**config.mk**
```make
export PLATFORM = sky130hd
export DESIGN_NAME = fft_rd_addr_gen_flat
export DESIGN_NICKNAME = d
export VERILOG_FILES = /design/src/rtl/fft_rd_addr_gen_if.sv /design/src/rtl/fft_rd_addr_gen.sv /design/src/flat_wrapper.sv
export SDC_FILE = /design/constraint.sdc
export NUM_CORES = 1
export LEC_CHECK = 0
export BUFFER_PORTS_ARGS = -buffer_cell sky130_fd_sc_hd__buf_2
export CORE_UTILIZATION = 40
export CTS_BUF_LIST = sky130_fd_sc_hd__clkbuf_2 sky130_fd_sc_hd__clkbuf_4 sky130_fd_sc_hd__clkbuf_8
export CTS_CLUSTER_DIAMETER = 60
export DETAILED_ROUTE_END_ITERATION = 6
export GPL_ROUTABILITY_DRIVEN = 0
export MAX_ROUTING_LAYER = met4
export PLACE_DENSITY = 0.7
export SKIP_LAST_GASP = 1
export SLEW_MARGIN = 20
export SYNTH_ARGS = -nofsm -noshare
export SYNTH_HDL_FRONTEND = slang
export SYNTH_SLANG_ARGS = --single-unit
```
**constraint.sdc**
```tcl
create_clock -name clk -period 5.6 [get_ports clk]
set_input_delay 0.56 -clock clk [delete_from_list [all_inputs] [get_ports clk]]
set_output_delay 0.56 -clock clk [all_outputs]
set_load 0.02 [all_outputs]
```
**src/rtl/fft_rd_addr_gen_if.sv**
```systemverilog
// Control/RAM-side signal bundle for fft_rd_addr_gen.
// The master side is the FFT control FSM plus RAM rd_ready; the slave side is the sequencer.
interface fft_rd_addr_gen_if #(
   parameter int MAX_LOG2N = 10
);
   localparam int LW = $clog2(MAX_LOG2N + 1);

   logic                 start;
   logic                 abort;
   logic [LW-1:0]        cfg_log2n;
   logic                 cfg_nat_ord;
   logic                 rd_ready;
   logic                 busy;
   logic                 rd_en;
   logic [MAX_LOG2N-1:0] rd_addr;
   logic                 rd_sel;
   logic [MAX_LOG2N-2:0] rd_tw_addr;
   logic [LW-1:0]        stage;
   logic                 first_stage;
   logic                 last_stage;
   logic                 out_pass;
   logic                 stage_done;
   logic                 done;
   logic                 cfg_err;

   modport master (
      output start, abort, cfg_log2n, cfg_nat_ord, rd_ready,
      input  busy, rd_en, rd_addr, rd_sel, rd_tw_addr, stage, first_stage,
             last_stage, out_pass, stage_done, done, cfg_err
   );

   modport slave (
      input  start, abort, cfg_log2n, cfg_nat_ord, rd_ready,
      output busy, rd_en, rd_addr, rd_sel, rd_tw_addr, stage, first_stage,
             last_stage, out_pass, stage_done, done, cfg_err
   );
endinterface

```
**src/rtl/fft_rd_addr_gen.sv**
```systemverilog
// Radix-2 in-place FFT read-address sequencer: per butterfly it issues the top then bottom
// RAM address plus the twiddle index. Define FFT_RD_BITREV_EN for the bit-reversed readout pass.
module fft_rd_addr_gen #(
   parameter int MAX_LOG2N = 10,
   parameter int STAGE_GAP = 4
) (
   input logic              clk,
   input logic              rst_n,
   fft_rd_addr_gen_if.slave bus
);
   localparam int LW = $clog2(MAX_LOG2N + 1);
   localparam int AW = MAX_LOG2N;
   localparam int TW = MAX_LOG2N - 1;
   localparam int GW = (STAGE_GAP > 1) ? $clog2(STAGE_GAP) : 1;

`ifdef FFT_RD_BITREV_EN
   typedef enum logic [2:0] {S_IDLE, S_RUN, S_GAP, S_DONE, S_OUT} state_t;
`else
   typedef enum logic [2:0] {S_IDLE, S_RUN, S_GAP, S_DONE} state_t;
`endif

   state_t        state_q, state_d, resume_st;
   logic [AW-1:0] cnt_q, cnt_d;
   logic [LW-1:0] stage_q, stage_d, l2_q, l2_d;
   logic [GW-1:0] gap_q, gap_d;
   logic          nat_q, nat_d, out_req;
   logic          cnt_wrap, stage_last, sd_d, cerr_d;

   logic [TW-1:0] b_d, lo_t, tw_d;
   logic [AW-1:0] lo_a, addr_d;
   logic          run_d, out_d;

   always_comb begin
      state_d    = state_q;
      cnt_d      = cnt_q;
      stage_d    = stage_q;
      l2_d       = l2_q;
      gap_d      = gap_q;
      nat_d      = nat_q;
      sd_d       = 1'b0;
      cerr_d     = 1'b0;
      cnt_wrap   = (cnt_q == ~({AW{1'b1}} << l2_q));
      stage_last = (stage_q == (l2_q - LW'(1)));
`ifdef FFT_RD_BITREV_EN
      out_req    = nat_q;
      resume_st  = stage_last ? S_OUT : S_RUN;
`else
      out_req    = 1'b0;
      resume_st  = S_RUN;
`endif

      unique case (state_q)
         S_IDLE: if (bus.start) begin
            if (bus.cfg_log2n == '0 || bus.cfg_log2n > LW'(MAX_LOG2N)) begin
               cerr_d = 1'b1;
            end else begin
               l2_d    = bus.cfg_log2n;
`ifdef FFT_RD_BITREV_EN
               nat_d   = bus.cfg_nat_ord;
`endif
               stage_d = '0;
               cnt_d   = '0;
               state_d = S_RUN;
            end
         end
         // rd_en is high throughout RUN, so rd_ready alone marks an issue.
         S_RUN: if (bus.rd_ready) begin
            if (!cnt_wrap) begin
               cnt_d = cnt_q + AW'(1);
            end else begin
               cnt_d = '0;
               sd_d  = 1'b1;
               if (stage_last && !out_req) begin
                  state_d = S_DONE;
               end else if (STAGE_GAP == 0) begin
                  stage_d = stage_q + LW'(1);
                  state_d = resume_st;
               end else begin
                  gap_d   = GW'(STAGE_GAP - 1);
                  state_d = S_GAP;
               end
            end
         end
         S_GAP: begin
            if (gap_q == '0) begin
               stage_d = stage_q + LW'(1);
               state_d = resume_st;
            end else begin
               gap_d = gap_q - GW'(1);
            end
         end
`ifdef FFT_RD_BITREV_EN
         S_OUT: if (bus.rd_ready) begin
            if (cnt_wrap) begin
               cnt_d   = '0;
               state_d = S_DONE;
            end else begin
               cnt_d = cnt_q + AW'(1);
            end
         end
`endif
         S_DONE:  state_d = S_IDLE;
         default: state_d = S_IDLE;
      endcase

      if (bus.abort) begin
         state_d = S_IDLE;
         sd_d    = 1'b0;
         cerr_d  = 1'b0;
      end
   end

   // Output datapath works on next-state values so every output comes straight off a flop.
   always_comb begin
      run_d = (state_d == S_RUN);
`ifdef FFT_RD_BITREV_EN
      out_d = (state_d == S_OUT);
`else
      out_d = 1'b0;
`endif
      b_d    = cnt_d[AW-1:1];
      lo_a   = ~({AW{1'b1}} << stage_d);
      lo_t   = ~({TW{1'b1}} << stage_d);
      tw_d   = '0;
      addr_d = '0;
      if (run_d) begin
         addr_d = (({1'b0, b_d} & ~lo_a) << 1) | ({{(AW-1){1'b0}}, cnt_d[0]} << stage_d)
                | ({1'b0, b_d} & lo_a);
         tw_d   = (b_d & lo_t) << (LW'(TW) - stage_d);
      end
`ifdef FFT_RD_BITREV_EN
      else if (out_d) begin
         for (int unsigned i = 0; i < AW; i++) addr_d[i] = cnt_d[AW-1-i];
         addr_d = addr_d >> (LW'(AW) - l2_d);
      end
`endif
   end

   always_ff @(posedge clk or negedge rst_n) begin
      if (!rst_n) begin
         state_q         <= S_IDLE;
         cnt_q           <= '0;
         stage_q         <= '0;
         l2_q            <= '0;
         gap_q           <= '0;
         nat_q           <= 1'b0;
         bus.busy        <= 1'b0;
         bus.rd_en       <= 1'b0;
         bus.rd_addr     <= '0;
         bus.rd_sel      <= 1'b0;
         bus.rd_tw_addr  <= '0;
         bus.stage       <= '0;
         bus.first_stage <= 1'b0;
         bus.last_stage  <= 1'b0;
         bus.out_pass    <= 1'b0;
         bus.stage_done  <= 1'b0;
         bus.done        <= 1'b0;
         bus.cfg_err     <= 1'b0;
      end else begin
         state_q         <= state_d;
         cnt_q           <= cnt_d;
         stage_q         <= stage_d;
         l2_q            <= l2_d;
         gap_q           <= gap_d;
         nat_q           <= nat_d;
         bus.busy        <= (state_d != S_IDLE);
         bus.rd_en       <= run_d | out_d;
         bus.rd_addr     <= addr_d;
         bus.rd_sel      <= run_d & cnt_d[0];
         bus.rd_tw_addr  <= tw_d;
         bus.stage       <= (state_d == S_IDLE) ? '0 : stage_d;
         bus.first_stage <= run_d && (stage_d == '0);
         bus.last_stage  <= run_d && (stage_d == (l2_d - LW'(1)));
         bus.out_pass    <= out_d;
         bus.stage_done  <= sd_d;
         bus.done        <= (state_d == S_DONE);
         bus.cfg_err     <= cerr_d;
      end
   end
endmodule

```
**src/flat_wrapper.sv**
```systemverilog
// flat-port wrapper written by rule: the top's interface ports become plain ports
module fft_rd_addr_gen_flat 
#(
   parameter int MAX_LOG2N = 10,
   parameter int STAGE_GAP = 4
)
  (clk, rst_n, bus_start, bus_abort, bus_cfg_log2n, bus_cfg_nat_ord, bus_rd_ready, bus_busy, bus_rd_en, bus_rd_addr, bus_rd_sel, bus_rd_tw_addr, bus_stage, bus_first_stage, bus_last_stage, bus_out_pass, bus_stage_done, bus_done, bus_cfg_err);
  fft_rd_addr_gen_if #(.MAX_LOG2N(MAX_LOG2N)) bus_i ();
  input logic clk;
  input logic rst_n;
  input wire logic [$bits(bus_i.start)-1:0] bus_start;
  input wire logic [$bits(bus_i.abort)-1:0] bus_abort;
  input wire logic [$bits(bus_i.cfg_log2n)-1:0] bus_cfg_log2n;
  input wire logic [$bits(bus_i.cfg_nat_ord)-1:0] bus_cfg_nat_ord;
  input wire logic [$bits(bus_i.rd_ready)-1:0] bus_rd_ready;
  output wire logic [$bits(bus_i.busy)-1:0] bus_busy;
  output wire logic [$bits(bus_i.rd_en)-1:0] bus_rd_en;
  output wire logic [$bits(bus_i.rd_addr)-1:0] bus_rd_addr;
  output wire logic [$bits(bus_i.rd_sel)-1:0] bus_rd_sel;
  output wire logic [$bits(bus_i.rd_tw_addr)-1:0] bus_rd_tw_addr;
  output wire logic [$bits(bus_i.stage)-1:0] bus_stage;
  output wire logic [$bits(bus_i.first_stage)-1:0] bus_first_stage;
  output wire logic [$bits(bus_i.last_stage)-1:0] bus_last_stage;
  output wire logic [$bits(bus_i.out_pass)-1:0] bus_out_pass;
  output wire logic [$bits(bus_i.stage_done)-1:0] bus_stage_done;
  output wire logic [$bits(bus_i.done)-1:0] bus_done;
  output wire logic [$bits(bus_i.cfg_err)-1:0] bus_cfg_err;
  assign bus_i.start = bus_start;
  assign bus_i.abort = bus_abort;
  assign bus_i.cfg_log2n = bus_cfg_log2n;
  assign bus_i.cfg_nat_ord = bus_cfg_nat_ord;
  assign bus_i.rd_ready = bus_rd_ready;
  assign bus_busy = bus_i.busy;
  assign bus_rd_en = bus_i.rd_en;
  assign bus_rd_addr = bus_i.rd_addr;
  assign bus_rd_sel = bus_i.rd_sel;
  assign bus_rd_tw_addr = bus_i.rd_tw_addr;
  assign bus_stage = bus_i.stage;
  assign bus_first_stage = bus_i.first_stage;
  assign bus_last_stage = bus_i.last_stage;
  assign bus_out_pass = bus_i.out_pass;
  assign bus_stage_done = bus_i.stage_done;
  assign bus_done = bus_i.done;
  assign bus_cfg_err = bus_i.cfg_err;
  fft_rd_addr_gen #(.MAX_LOG2N(MAX_LOG2N), .STAGE_GAP(STAGE_GAP)) u_core (.clk(clk), .rst_n(rst_n), .bus(bus_i));
endmodule
```
==> metrics.yaml <==
drt:
  avgViaCountPerCell: 5.91
  wl_per_cell_um: 16.7
  ant_nets: 0
  wl_um: 8070
  drc: 0
  drt_iter0_markers: 224
  num_vias: 2859
  first_pass_iters: 5
die:
  rows: 32
  die_w_um: 93.1
  die_area_um2: 8660
  ios: 42
  start_util: 0.421
  die_y_um: 93.1
  core_um2: 7890
layout:
  seqCellArea_um2: 1350
  layout-drive-gt1-share: 0.199
  fillers: 753
  diodes: 0
  multiInputGateArea_um2: 1770
  area_growth_pct: 10.3
  fin_nets: 402
synth:
  post_synth.cell_area_avg_um2: 9.45
  yosysTopAreaCell: "dfrtp_1"
  netlist_area_um2: 3320
  yosys.area.top_type_share: 0.407
  synth_most_common_cell: "dfrtp_1"
  synth_ff_type: "dfrtp_1"
  yosys_warnings: 0
  yosysSeqAreaShare: 0.407
  synth-seq-cells: 54
  synth_edf_count: 0
  async_flop_share: 1.00
  syn_inst: 351
  yosys-top-cells-area: "dfrtp_1, nor2_1, ha_1"
  yosysUniqueCellTypes: 82
  synth_common_cells: "dfrtp_1, nor2_1, inv_1"
timing:
  whs_ns: 0.344
  rsz0062_at_grt: "false"
  period_minus_slack_ns: 3.50
  slew_headroom: 0.494
  hold_violations: 0
  fin_tns_setup_ns: 0
  drv_slew: 0
  finalSetupViolCount: 0
  fmax_ghz: 0.285
  finalCritPeriodShare: 0.626
  fin_skew_ns: 0.0105
  tightest_slew_ns: 0.751
cts:
  cts_made_buffers: 5
  post_cts_resized: 0
  cts_tree: "built"
  hold_buffers: 0
  cts.sinks: 54
  post_cts_buffers: 0
  root_buffer: "clkbuf_8"
  cts_buffer_depth: 2
  htree_levels: 2
  clkLatencyLatePin_ns: 0.31
  clk_pin_slew_worst_paths_ns: 0.10
power:
  p_leak_nw: 1.72
  power.density_nw_per_um2: 247
  irDropWorstVdd_v: 0.000140
  power_mw: 0.903
setup_path:
  start_kind: "register"
  worstSetupPathType: "register to register"
  reg2reg_from: "u_core.state_q[0]"
  critPathCaptureType: "register"
  crit_family: "compound AO/OA/AOI/OAI gates"
  crit_required_ns: 5.81
  crit_slowest_cell: "nor2_1"
  startpoint: "u_core.state_q[0]"
  path_max_fanout: 11
  crit_chain: "or3_4 -> a211oi_4 -> a21o_1 -> inv_2 -> nor2_1 -> inv_1 -> o21ai_1 -> o22ai_1 -> a22o_1 -> o21a_1"
  cp_data_arrival_time_ns: 3.72
  critPathBufInv: 2
  cp_slowest_stage_delay_ns: 0.53
status:
  status: "finished, final reports clean"
global_route:
  overflow: 0
  antenna_found_initial: 0
  grt_max_degree: 55
  grt_pass1_wl_um: 13600
  grtUsageTotal: 0.206
  grt_pass1_vias: 2678
placed_design:
  hpwlAfterDp_um: 5720
  portBuffers: 39
run:
  cap_viol_max_count: 0
worst_hold_path:
  hold_class: "input pin to asynchronous set/reset pin"
[routing by layer]
layer	share of wire	routed length, um	GRT usage
met1	0.46	3720	0.279
met2	0.46	3750	0.300
met3	0.048	387	0.0431
met4	0.026	212	0.0821
met5	0	0	-
[flip-flops by register name, summed over array words and instances (netlist names)]
name                    cells
u_core.bus.stage            4
u_core.gap_q                2
u_core.bus.cfg_err          1
u_core.bus.rd_sel           1
u_core.bus.last_stage       1
u_core.bus.rd_addr         10
u_core.l2_q                 4
u_core.bus.done             1
u_core.bus.rd_en            1
u_core.bus.busy             1
u_core.cnt_q               10
u_core.bus.first_stage      1
u_core.bus.stage_done       1
u_core.state_q              3
u_core.stage_q              4
u_core.bus.rd_tw_addr       9
[path summary, 6_finish.rpt]
check / depth (start not counted) / slack [ns] / to
setup / recovery: 10 / 2.10 / u_core.bus.rd_tw_addr[5]
hold / removal: 2 / 0.34 / u_core.l2_q[1]
setup reg to reg: 10 / 2.10 / u_core.bus.rd_tw_addr[5]
hold reg to reg: 1 / 0.57 / u_core.gap_q[1]
max in group asynchronous: 2 / 4.78 / u_core.stage_q[3]
min in group clk: 2 / 0.50 / u_core.bus.cfg_err
[logic make-up after synthesis]
kind of cell | share of synthesized area
buffers and inverters | 0.0615
adder cells (fa/ha/maj) | 0.0377
flip-flops | 0.407
other | 0.00113
multiplexers | 0.0128
AO/OA/AOI/OAI | 0.250
XOR/XNOR | 0.0343
AND/OR/NAND/NOR | 0.195
[per-stage QoR]
stage	cell area (um^2)	cells	setup WS [ns]	util
floorplan	3320	352	2.76	-
global placement	3540	477	2.04	0.449
detailed placement	3540	477	2.05	0.449
CTS	3660	484	2.16	0.464
global route	3660	484	1.80	0.464
finish	3660	484	2.10	0.464
[area by class of cell]
| class | count | area share |
|---|---|---|
| clock inverter | 1 | 0.00821 |
| timing repair buffer | 40 | 0.0554 |
| inverter | 26 | 0.0267 |
| multi-input combinational | 255 | 0.483 |
| clock buffer | 6 | 0.0226 |
| sequential | 54 | 0.369 |
| tap | 102 | 0.0349 |
[placed cells by master, fill, tap and decap left out, drive strengths merged, types with 3 or more instances in the layout]
cell type / synthesis / final
nor4: 11 / 11
dfrtp: 54 / 54
xnor2: 10 / 10
nand2: 22 / 22
clkbuf: 5 / 6
inv: 26 / 26
a211oi: 3 / 3
nor2: 39 / 39
and3: 4 / 4
nor2b: 5 / 5
o22ai: 4 / 4
or2: 3 / 3
a22o: 4 / 4
nand4: 4 / 4
or3: 3 / 3
nor3: 8 / 8
a21oi: 22 / 22
nand3: 8 / 8
o311ai: 3 / 3
o21ai: 18 / 18
a21o: 4 / 4
nand2b: 3 / 3
a2bb2oi: 4 / 4
o211ai: 3 / 3
ha: 10 / 10
buf: 12 / 40
a311oi: 3 / 3
xor2: 3 / 3
and2: 5 / 5
o31ai: 4 / 4
[report_power, final]
group / switching [mW] / leakage [nW] / total (mW) / internal [mW]
clock network: 0.125 / 0.0573 / 0.269 / 0.143
logic: 0.121 / 0.932 / 0.203 / 0.0813
registers: 0.0280 / 0.730 / 0.432 / 0.404
Power figures use the tool's default switching activity.
